### src/rtl/screen_draw_arbiter_pkg.sv
// Shared definitions for the screen draw arbiter slice.
//   state_t      arbiter FSM states
//   IMG_*        image IDs, also the rom_sel encoding
//   DEF_SCR_W/H  default screen geometry, FRAME_PIX pixels per image
//   grant_img    fixed-priority image grant: death > victory > splash
package screen_draw_arbiter_pkg;

  typedef enum logic [1:0] {
    ST_IDLE  = 2'd0,
    ST_FILL  = 2'd1,
    ST_DRAIN = 2'd2,
    ST_DONE  = 2'd3
  } state_t;

  localparam logic [1:0] IMG_SPLASH  = 2'd0;
  localparam logic [1:0] IMG_VICTORY = 2'd1;
  localparam logic [1:0] IMG_DEATH   = 2'd2;

  localparam int unsigned DEF_SCR_W = 160;
  localparam int unsigned DEF_SCR_H = 120;
  localparam int unsigned FRAME_PIX = DEF_SCR_W * DEF_SCR_H;

  function automatic logic [1:0] grant_img(input logic [2:0] req);
    if (req[2])      return IMG_DEATH;
    else if (req[1]) return IMG_VICTORY;
    else             return IMG_SPLASH;
  endfunction

endpackage

### src/rtl/screen_draw_arbiter_raster.sv
// raster_addr_gen: raster position and linear image-ROM address counter.
//   clock, resetn  system clock, async active-low reset
//   clear          restart at (0,0), addr 0
//   step           advance one pixel (x wraps to 0 with y+1)
//   x, y, addr     current raster position and y*SCR_W+x
//   last           current position is (SCR_W-1, SCR_H-1)
module raster_addr_gen
  import screen_draw_arbiter_pkg::*;
#(
  parameter int unsigned SCR_W = DEF_SCR_W,
  parameter int unsigned SCR_H = DEF_SCR_H
) (
  input  logic        clock,
  input  logic        resetn,
  input  logic        clear,
  input  logic        step,
  output logic [7:0]  x,
  output logic [6:0]  y,
  output logic [14:0] addr,
  output logic        last
);

  localparam logic [7:0] X_MAX = 8'(SCR_W - 1);
  localparam logic [6:0] Y_MAX = 7'(SCR_H - 1);

  assign last = (x == X_MAX) && (y == Y_MAX);

  // addr is counted alongside x/y rather than computed, so no multiplier
  always_ff @(posedge clock or negedge resetn) begin
    if (!resetn) begin
      x    <= '0;
      y    <= '0;
      addr <= '0;
    end else if (clear) begin
      x    <= '0;
      y    <= '0;
      addr <= '0;
    end else if (step) begin
      addr <= addr + 15'd1;
      if (x == X_MAX) begin
        x <= '0;
        y <= y + 7'd1;
      end else begin
        x <= x + 8'd1;
      end
    end
  end

endmodule

### src/rtl/screen_draw_arbiter.sv
// screen_draw_arbiter: owns the VGA pixel-write port and shares it between
// three full-screen image draws and the per-pixel game renderer.
//   clock, resetn              system clock, async active-low reset
//   img_req[2:0]               level requests: splash, victory, death
//   game_req/x/y/col, game_ack game pixel write, ack is combinational
//   rom_sel, rom_addr, rom_col external image-ROM interface
//   vga_x/y/col, vga_plot      registered pixel write to the VGA adapter
//   busy, img_done             draw in progress, one-cycle completion pulse
module screen_draw_arbiter
  import screen_draw_arbiter_pkg::*;
#(
  parameter int unsigned SCR_W   = DEF_SCR_W,
  parameter int unsigned SCR_H   = DEF_SCR_H,
  parameter int unsigned ROM_LAT = 1
) (
  input  logic        clock,
  input  logic        resetn,
  input  logic [2:0]  img_req,
  input  logic        game_req,
  input  logic [7:0]  game_x,
  input  logic [6:0]  game_y,
  input  logic [2:0]  game_col,
  output logic        game_ack,
  output logic [1:0]  rom_sel,
  output logic [14:0] rom_addr,
  input  logic [2:0]  rom_col,
  output logic [7:0]  vga_x,
  output logic [6:0]  vga_y,
  output logic [2:0]  vga_col,
  output logic        vga_plot,
  output logic        busy,
  output logic        img_done
);

  state_t      state, state_nx;
  logic        clear, step, last, img_grant;
  logic [7:0]  rx;
  logic [6:0]  ry;
  logic [7:0]  drain_cnt;

  logic [ROM_LAT-1:0] pv;
  logic [7:0]         px [ROM_LAT];
  logic [6:0]         py [ROM_LAT];

  raster_addr_gen #(
    .SCR_W (SCR_W),
    .SCR_H (SCR_H)
  ) u_raster (
    .clock  (clock),
    .resetn (resetn),
    .clear  (clear),
    .step   (step),
    .x      (rx),
    .y      (ry),
    .addr   (rom_addr),
    .last   (last)
  );

  always_ff @(posedge clock or negedge resetn) begin
    if (!resetn) state <= ST_IDLE;
    else         state <= state_nx;
  end

  always_comb begin
    state_nx  = state;
    game_ack  = 1'b0;
    clear     = 1'b0;
    step      = 1'b0;
    img_grant = 1'b0;
    busy      = (state != ST_IDLE);
    img_done  = (state == ST_DONE);
    case (state)
      ST_IDLE: begin
        if (|img_req) begin
          img_grant = 1'b1;
          clear     = 1'b1;
          state_nx  = ST_FILL;
        end else if (game_req) begin
          game_ack = 1'b1;
        end
      end
      ST_FILL: begin
        // holding on the last pixel keeps rom_addr inside the image
        step = !last;
        if (last) state_nx = ST_DRAIN;
      end
      ST_DRAIN: begin
        if (drain_cnt == 8'(ROM_LAT - 1)) state_nx = ST_DONE;
      end
      ST_DONE: state_nx = ST_IDLE;
      default: state_nx = ST_IDLE;
    endcase
  end

  always_ff @(posedge clock or negedge resetn) begin
    if (!resetn) begin
      rom_sel   <= IMG_SPLASH;
      drain_cnt <= '0;
    end else begin
      if (img_grant) rom_sel <= grant_img(img_req);
      if (state == ST_DRAIN) drain_cnt <= drain_cnt + 8'd1;
      else                   drain_cnt <= '0;
    end
  end

  // raster position travels alongside the ROM read so it lines up with rom_col
  always_ff @(posedge clock or negedge resetn) begin
    if (!resetn) begin
      pv <= '0;
      for (int unsigned i = 0; i < ROM_LAT; i++) begin
        px[i] <= '0;
        py[i] <= '0;
      end
    end else begin
      pv[0] <= (state == ST_FILL);
      px[0] <= rx;
      py[0] <= ry;
      for (int unsigned i = 1; i < ROM_LAT; i++) begin
        pv[i] <= pv[i-1];
        px[i] <= px[i-1];
        py[i] <= py[i-1];
      end
    end
  end

  always_ff @(posedge clock or negedge resetn) begin
    if (!resetn) begin
      vga_x    <= '0;
      vga_y    <= '0;
      vga_col  <= '0;
      vga_plot <= 1'b0;
    end else if (game_ack) begin
      vga_x    <= game_x;
      vga_y    <= game_y;
      vga_col  <= game_col;
      vga_plot <= 1'b1;
    end else if (pv[ROM_LAT-1]) begin
      vga_x    <= px[ROM_LAT-1];
      vga_y    <= py[ROM_LAT-1];
      vga_col  <= rom_col;
      vga_plot <= 1'b1;
    end else begin
      vga_plot <= 1'b0;
    end
  end

endmodule

### config.mk
export PLATFORM = sky130hd
export DESIGN_NAME = screen_draw_arbiter
export DESIGN_NICKNAME = d
export VERILOG_FILES = /design/src/rtl/screen_draw_arbiter_pkg.sv /design/src/rtl/screen_draw_arbiter_raster.sv /design/src/rtl/screen_draw_arbiter.sv
export SDC_FILE = /design/constraint.sdc
export NUM_CORES = 1
export LEC_CHECK = 0
export CAP_MARGIN = 20
export CORE_MARGIN = 2
export CORE_UTILIZATION = 52
export DETAILED_ROUTE_END_ITERATION = 10
export HOLD_SLACK_MARGIN = 0.03
export MAX_ROUTING_LAYER = met4
export PLACE_DENSITY = 0.79
export SLEW_MARGIN = 10
export SYNTH_ARGS = -nofsm -noshare
export SYNTH_HDL_FRONTEND = slang
export SYNTH_SLANG_ARGS = --single-unit
export TNS_END_PERCENT = 30
### constraint.sdc
create_clock -name clock -period 2.5 [get_ports clock]
set_clock_uncertainty 0.05 [all_clocks]
set_input_delay 0.5 -clock clock [delete_from_list [all_inputs] [get_ports clock]]
set_output_delay 0.5 -clock clock [all_outputs]
set_load 0.01 [all_outputs]
# Word level (Yosys, flattened, before mapping)
# Cells that the tools add are included.
[totals]
reg_bits = 77
latch_bits = 0
ram_bits = 0
rom_bits = 0
output_inout_bits = 39
elab_cells = 65
mem_count = 0
[classes]
add_sub_neg = 4
multipliers = 0
div_mod_pow = 0
order_cmp = 0
n_eq_ne = 8
shifts = 0
muxes = 29
bitwise_logic = 0
reduce_logical = 11
[ops]
columns = ["op", "n"]
rows = [
  ["two-way mux 8 bit", 6],
  ["two-way mux 7 bit", 5],
  ["two-way mux 15 bit", 2],
  ["adder 8 x 1 -> 8 bit, second input constant", 2],
  ["adder 15 x 1 -> 15 bit, second input constant", 1],
  ["two-way mux 1 bit", 9],
  ["== test 8 bit, second input constant", 1],
  ["zero test 8 bit", 1],
  ["two-way mux 2 bit", 4],
  ["one-hot mux 2 bit (4 select lines)", 1],
  ["nonzero test 2 bit", 4],
  ["adder 7 x 1 -> 7 bit, second input constant", 1],
  ["== test 7 bit, second input constant", 1],
  ["two-way mux 3 bit", 2],
  ["inequality test 2 bit, second input constant", 3],
  ["== test 2 bit, second input constant", 2],
  ["AND reduction 3 bit", 1],
  ["OR reduction 3 bit", 1],
  ["== test 2 x 1 -> 1 bit, second input constant", 1],
  ["zero test 2 bit", 1],
  ["AND reduction 2 bit", 1],
  ["logical AND 1 bit", 1],
  ["zero test 1 bit", 1],
]

# Longest topological paths before layout
[logic_depth]
word_depth = 6
mapped_depth = 8
depth_no_buf = 6

# By module
# Synthesis repeated with hierarchy kept, for this count alone.
[unflattened]
hier_cells = 317
area_unflattened_um2 = 3739.8
[modules_own_cells]
columns = ["mod", "instances", "cells_each", "area_per_inst_um2", "seq_area_each_um2"]
rows = [
  ["screen_draw_arbiter", 1, 146, 2083.2, 1176.1],
  ["raster_addr_gen", 1, 171, 1656.6, 750.7],
]

# Least setup slack after synthesis
# No wires, ideal clock.
[synth_timing]
path_type = "register to output"
from = "register state[0]"
to = "output port game_ack"
t_arrival_ns = 1.666
required_time_ns = 1.950
slack_ns = 0.284
path_stages_with_launch = 7
path_cell_list = "dfrtp_1 > inv_1 > ha_1 > nor4b_1 > and2_1 > clkbuf_1 > buf_2"
[synth_via]
elab_chain_len = 2
[synth_rtl]
columns = ["element", "line", "rtl"]
rows = [
  ["from (decl)", "screen_draw_arbiter.sv:35", "state_t state, state_nx;"],
  ["from (signal assigned)", "screen_draw_arbiter.sv:61", "else state <= state_nx;"],
  ["zero test 2 bit", "screen_draw_arbiter.sv:72", "case (state)"],
  ["two-way mux 1 bit", "screen_draw_arbiter.sv:72", ""],
  ["to (decl)", "screen_draw_arbiter.sv:23", "output logic game_ack,"],
]
# No other way between the ends.

# Final worst setup path
[layout_timing]
from = "input port img_req[0]"
to = "output port game_ack"
[layout_via]
elab_chain_len = 3
[layout_rtl]
columns = ["element", "line", "rtl"]
rows = [
  ["from (decl)", "screen_draw_arbiter.sv:18", "input logic [2:0] img_req,"],
  ["OR reduction 3 bit", "screen_draw_arbiter.sv:74", "if (|img_req) begin"],
  ["two-way mux 1 bit", "screen_draw_arbiter.sv:74", ""],
  ["two-way mux 1 bit", "screen_draw_arbiter.sv:72", ""],
]
# No other way between the ends.

==> flow_metrics.env <==
export IMPL_ys_ff_latch=77
export IMPL_synth_top_family_by_area="simple AND/OR/NAND/NOR gates"
export IMPL_die_h_um=87.4
export IMPL_yosys_area_top_type_share_pct=53.3
export IMPL_dp_cells=479
export IMPL_yosysTopAreaCell="dfrtp_1"
export IMPL_post_cts_setup_buffer_count=0
export IMPL_min_period_ps=2400
export IMPL_h_tree_depth=3
export IMPL_clk_latency_ps=350
export IMPL_layout_nets=446
export IMPL_via_per_inst=5.69
export IMPL_drv_cap=0
export IMPL_die_x_um=87.4
export IMPL_synth_xor_area_share_pct=2.67
export IMPL_place_gp_congestion=0.915
export IMPL_grt_pass1_wl_mm=13.0
export IMPL_cpMaxStageDelayCell="clkdlybuf4s50_1"
export IMPL_clkSlewWorstSetupHoldPaths_ps=80
export IMPL_cts_buffers=9
export IMPL_grt_total_usage_pct=22.4
export IMPL_tightest_slew_ps=979
export IMPL_muxShareOfSynthArea_pct=6.13
export IMPL_rsz0062_at_grt="yes"
export IMPL_core_area_um2=6760
export IMPL_hold_violations=0
export IMPL_syn_inst=329
export IMPL_die_area_um2=7630
export IMPL_hpwl_mm=5.21
export IMPL_yosys_top_cells_area="dfrtp_1 53%, mux2i_1 5.8%, o21ai_0 3.3%"
export IMPL_route_detailed_drc=0
export IMPL_start_util_pct=53.5
export IMPL_drt_wl_total_mm=7.51
export IMPL_hold_buffers=0
export IMPL_syn_area_per_cell_um2=11.0
export IMPL_crit_path_end_kind="output pin"
export IMPL_crit_chain="clkdlybuf4s50_1, nor4b_2, buf_4, and2_1, dlygate4sd2_1"
export IMPL_synth_distinct_cells=55
export IMPL_cp_max_fo=2
export IMPL_fmax_mhz=417
export IMPL_p_leak_nw=2.00
export IMPL_synthArstFlopShare_pct=100
export IMPL_path_buf_inv=3
export IMPL_ys_top_cells_by_count="77 x dfrtp_1, 30 x nand2_1, 24 x o21ai_0"
export IMPL_grt_antenna_before_repair=0
export IMPL_firstDrtPassIters=4
export IMPL_cts_sinks=77
export IMPL_synthSimpleGateAreaFrac_pct=18.2
export IMPL_report_final_setup_viol=0
export IMPL_io_pins=66
export IMPL_pre_cts_slack_ps=-246
export IMPL_avgRoutedWirePerCell_um=15.2
export IMPL_arrival_ps=1850
export IMPL_synth_yosys_seq_area_share_pct=53.3
export IMPL_fin_crit_sh_pct=95.9
export IMPL_gr_total_overflow=0
export IMPL_grt_max_degree=38
export IMPL_finalNonFillerCells=495
export IMPL_port_buffers=65
export IMPL_critPathMaxStageDelay_ps=440
export IMPL_ir_drop_mv=0.582
export IMPL_crit_family="buffers and inverters"
export IMPL_synthToLayoutAreaGrowth_pct=28.6
export IMPL_max_slew_margin_pct=34.7
export IMPL_synth_fp_nets=365
export IMPL_num_rows=30
export IMPL_hold_path_class="in -> async"
export IMPL_clockRootBuffer="clkbuf_8"
export IMPL_diodes=0
export IMPL_ant_nets=0
export IMPL_cp_depth=5
export IMPL_drive_above_1_share_pct=14.5
export IMPL_clock_path_buffers=2
export IMPL_grt_pass1_vias=2803
export IMPL_synth_edf_count=0
export IMPL_yosysWarnings=0
export IMPL_cp_start_kind="input pin"
export IMPL_power_density_nw_per_um2=833
export IMPL_cts_tree="yes"
export IMPL_synth_most_common_cell="dfrtp_1"
export IMPL_num_vias=2815
export IMPL_synthFlopType="dfrtp_1"
export IMPL_netlist_area_um2=3610
export IMPL_synth_compound_area_share_pct=13.4
export IMPL_path_class="in -> out"
export IMPL_finalWorstSetupSlack_ps=102
export IMPL_setup_tns_ps=0
export IMPL_maxSlewViolCount=0
export IMPL_synth_adder_area_share_pct=3.12
export IMPL_reg2regPathDepth=4
export IMPL_whs_ps=42.2
export IMPL_critPathRequiredTime_ps=1950
export IMPL_status="complete, no violations"
export IMPL_drt_first_iter_violations=245
==> area by class of cell <==
| type | instances | area, um^2 |
|---|---|---|
| clock inverters | 5 | 58.8 |
| inverters | 11 | 41.3 |
| repair buffers | 82 | 790 |
| clock buffers | 11 | 151 |
| multi-input cells | 229 | 1580 |
| flip-flops and latches | 77 | 1930 |
| well taps | 80 | 100 |
| fillers | 525 | 2110 |
==> metal layers <==
metal / GRT usage [%] / share of wire, % / routed length [um] / up-vias
li1: - / - / - / 1356
met1: 29.8 / 47 / 3510 / 1354
met2: 34.1 / 45 / 3400 / 97
met3: 5.88 / 6.8 / 509 / 8
met4: 6.43 / 1.1 / 82 / 0
met5: - / 0 / 0 / -
==> path summary, 6_finish.rpt <==
kind,from,end,slack [ps]
max,img_req[0],game_ack,100
min,resetn,vga_x[3],40
max reg2reg,u_raster.x[5],state[1],360
min reg2reg,u_raster.y[6],py[6],390
max in group asynchronous,resetn,vga_y[6],1760
min in group clock,u_raster.y[6],py[6],390
==> logic make-up after synthesis <==
group / after synthesis
compound gates: 69
xor+xnor: 11
fa+ha+maj: 9
buf+inv: 23
flops: 77
mux: 22
simple gates: 118
==> metrics by stage <==
stage          power, W  util (%)  area (um^2)
3_3_place_gp    0.00290      65.6         4430
2_1_floorplan   0.00239         -         3610
5_1_grt         0.00413      68.8         4650
3_5_place_dp    0.00294      65.6         4430
6_report        0.00387      68.8         4650
4_1_cts         0.00392      68.8         4650
==> cells in the final DEF, fill, tap and decap left out, types with 2 or more instances in the layout <==
master            n
clkbuf_8         11
and3_1            3
a21oi_2           9
nand2_1          30
a31oi_1           2
o31ai_1           3
nor4_1            3
ha_1              9
o21ai_0          24
nand3b_1          4
nand3_1          13
clkinvlp_4        2
xor2_1            3
or4_1             3
a21oi_1          11
clkdlybuf4s50_1  62
and2_1            8
nand2b_1          2
and4_1            4
nand2_2           3
mux2i_1          21
o21ai_2           6
or2_2             2
nand4_1           9
dfrtp_1          77
nor2_1           11
or3_1             7
inv_1            11
nor3_1            6
xnor2_1           8
buf_4            17
==> timing repair <==
| item | 4_1_cts | 5_1_grt |
|---|---|---|
| endpoints found under the setup margin | 1 | 2 |
| gates resized for setup | 2 | 1 |
| endpoints found under the hold margin | 0 | 0 |
==> where the power goes <==
group	internal [W]	total [W]	switching, W
clock network	0.000515	0.000966	0.000450
logic	0.000651	0.00126	0.000604
registers	0.00143	0.00165	0.000222
total	0.00260	0.00387	0.00128
==> state kept, by name (all words and copies together), names as in the netlist <==
signal         count
vga_col            3
vga_plot           1
u_raster.x         8
rom_sel            2
vga_y              7
pv                 1
drain_cnt          8
u_raster.addr     15
py                 7
px                 8
vga_x              8
u_raster.y         7
state              2
(Power assumes the default switching activity.)
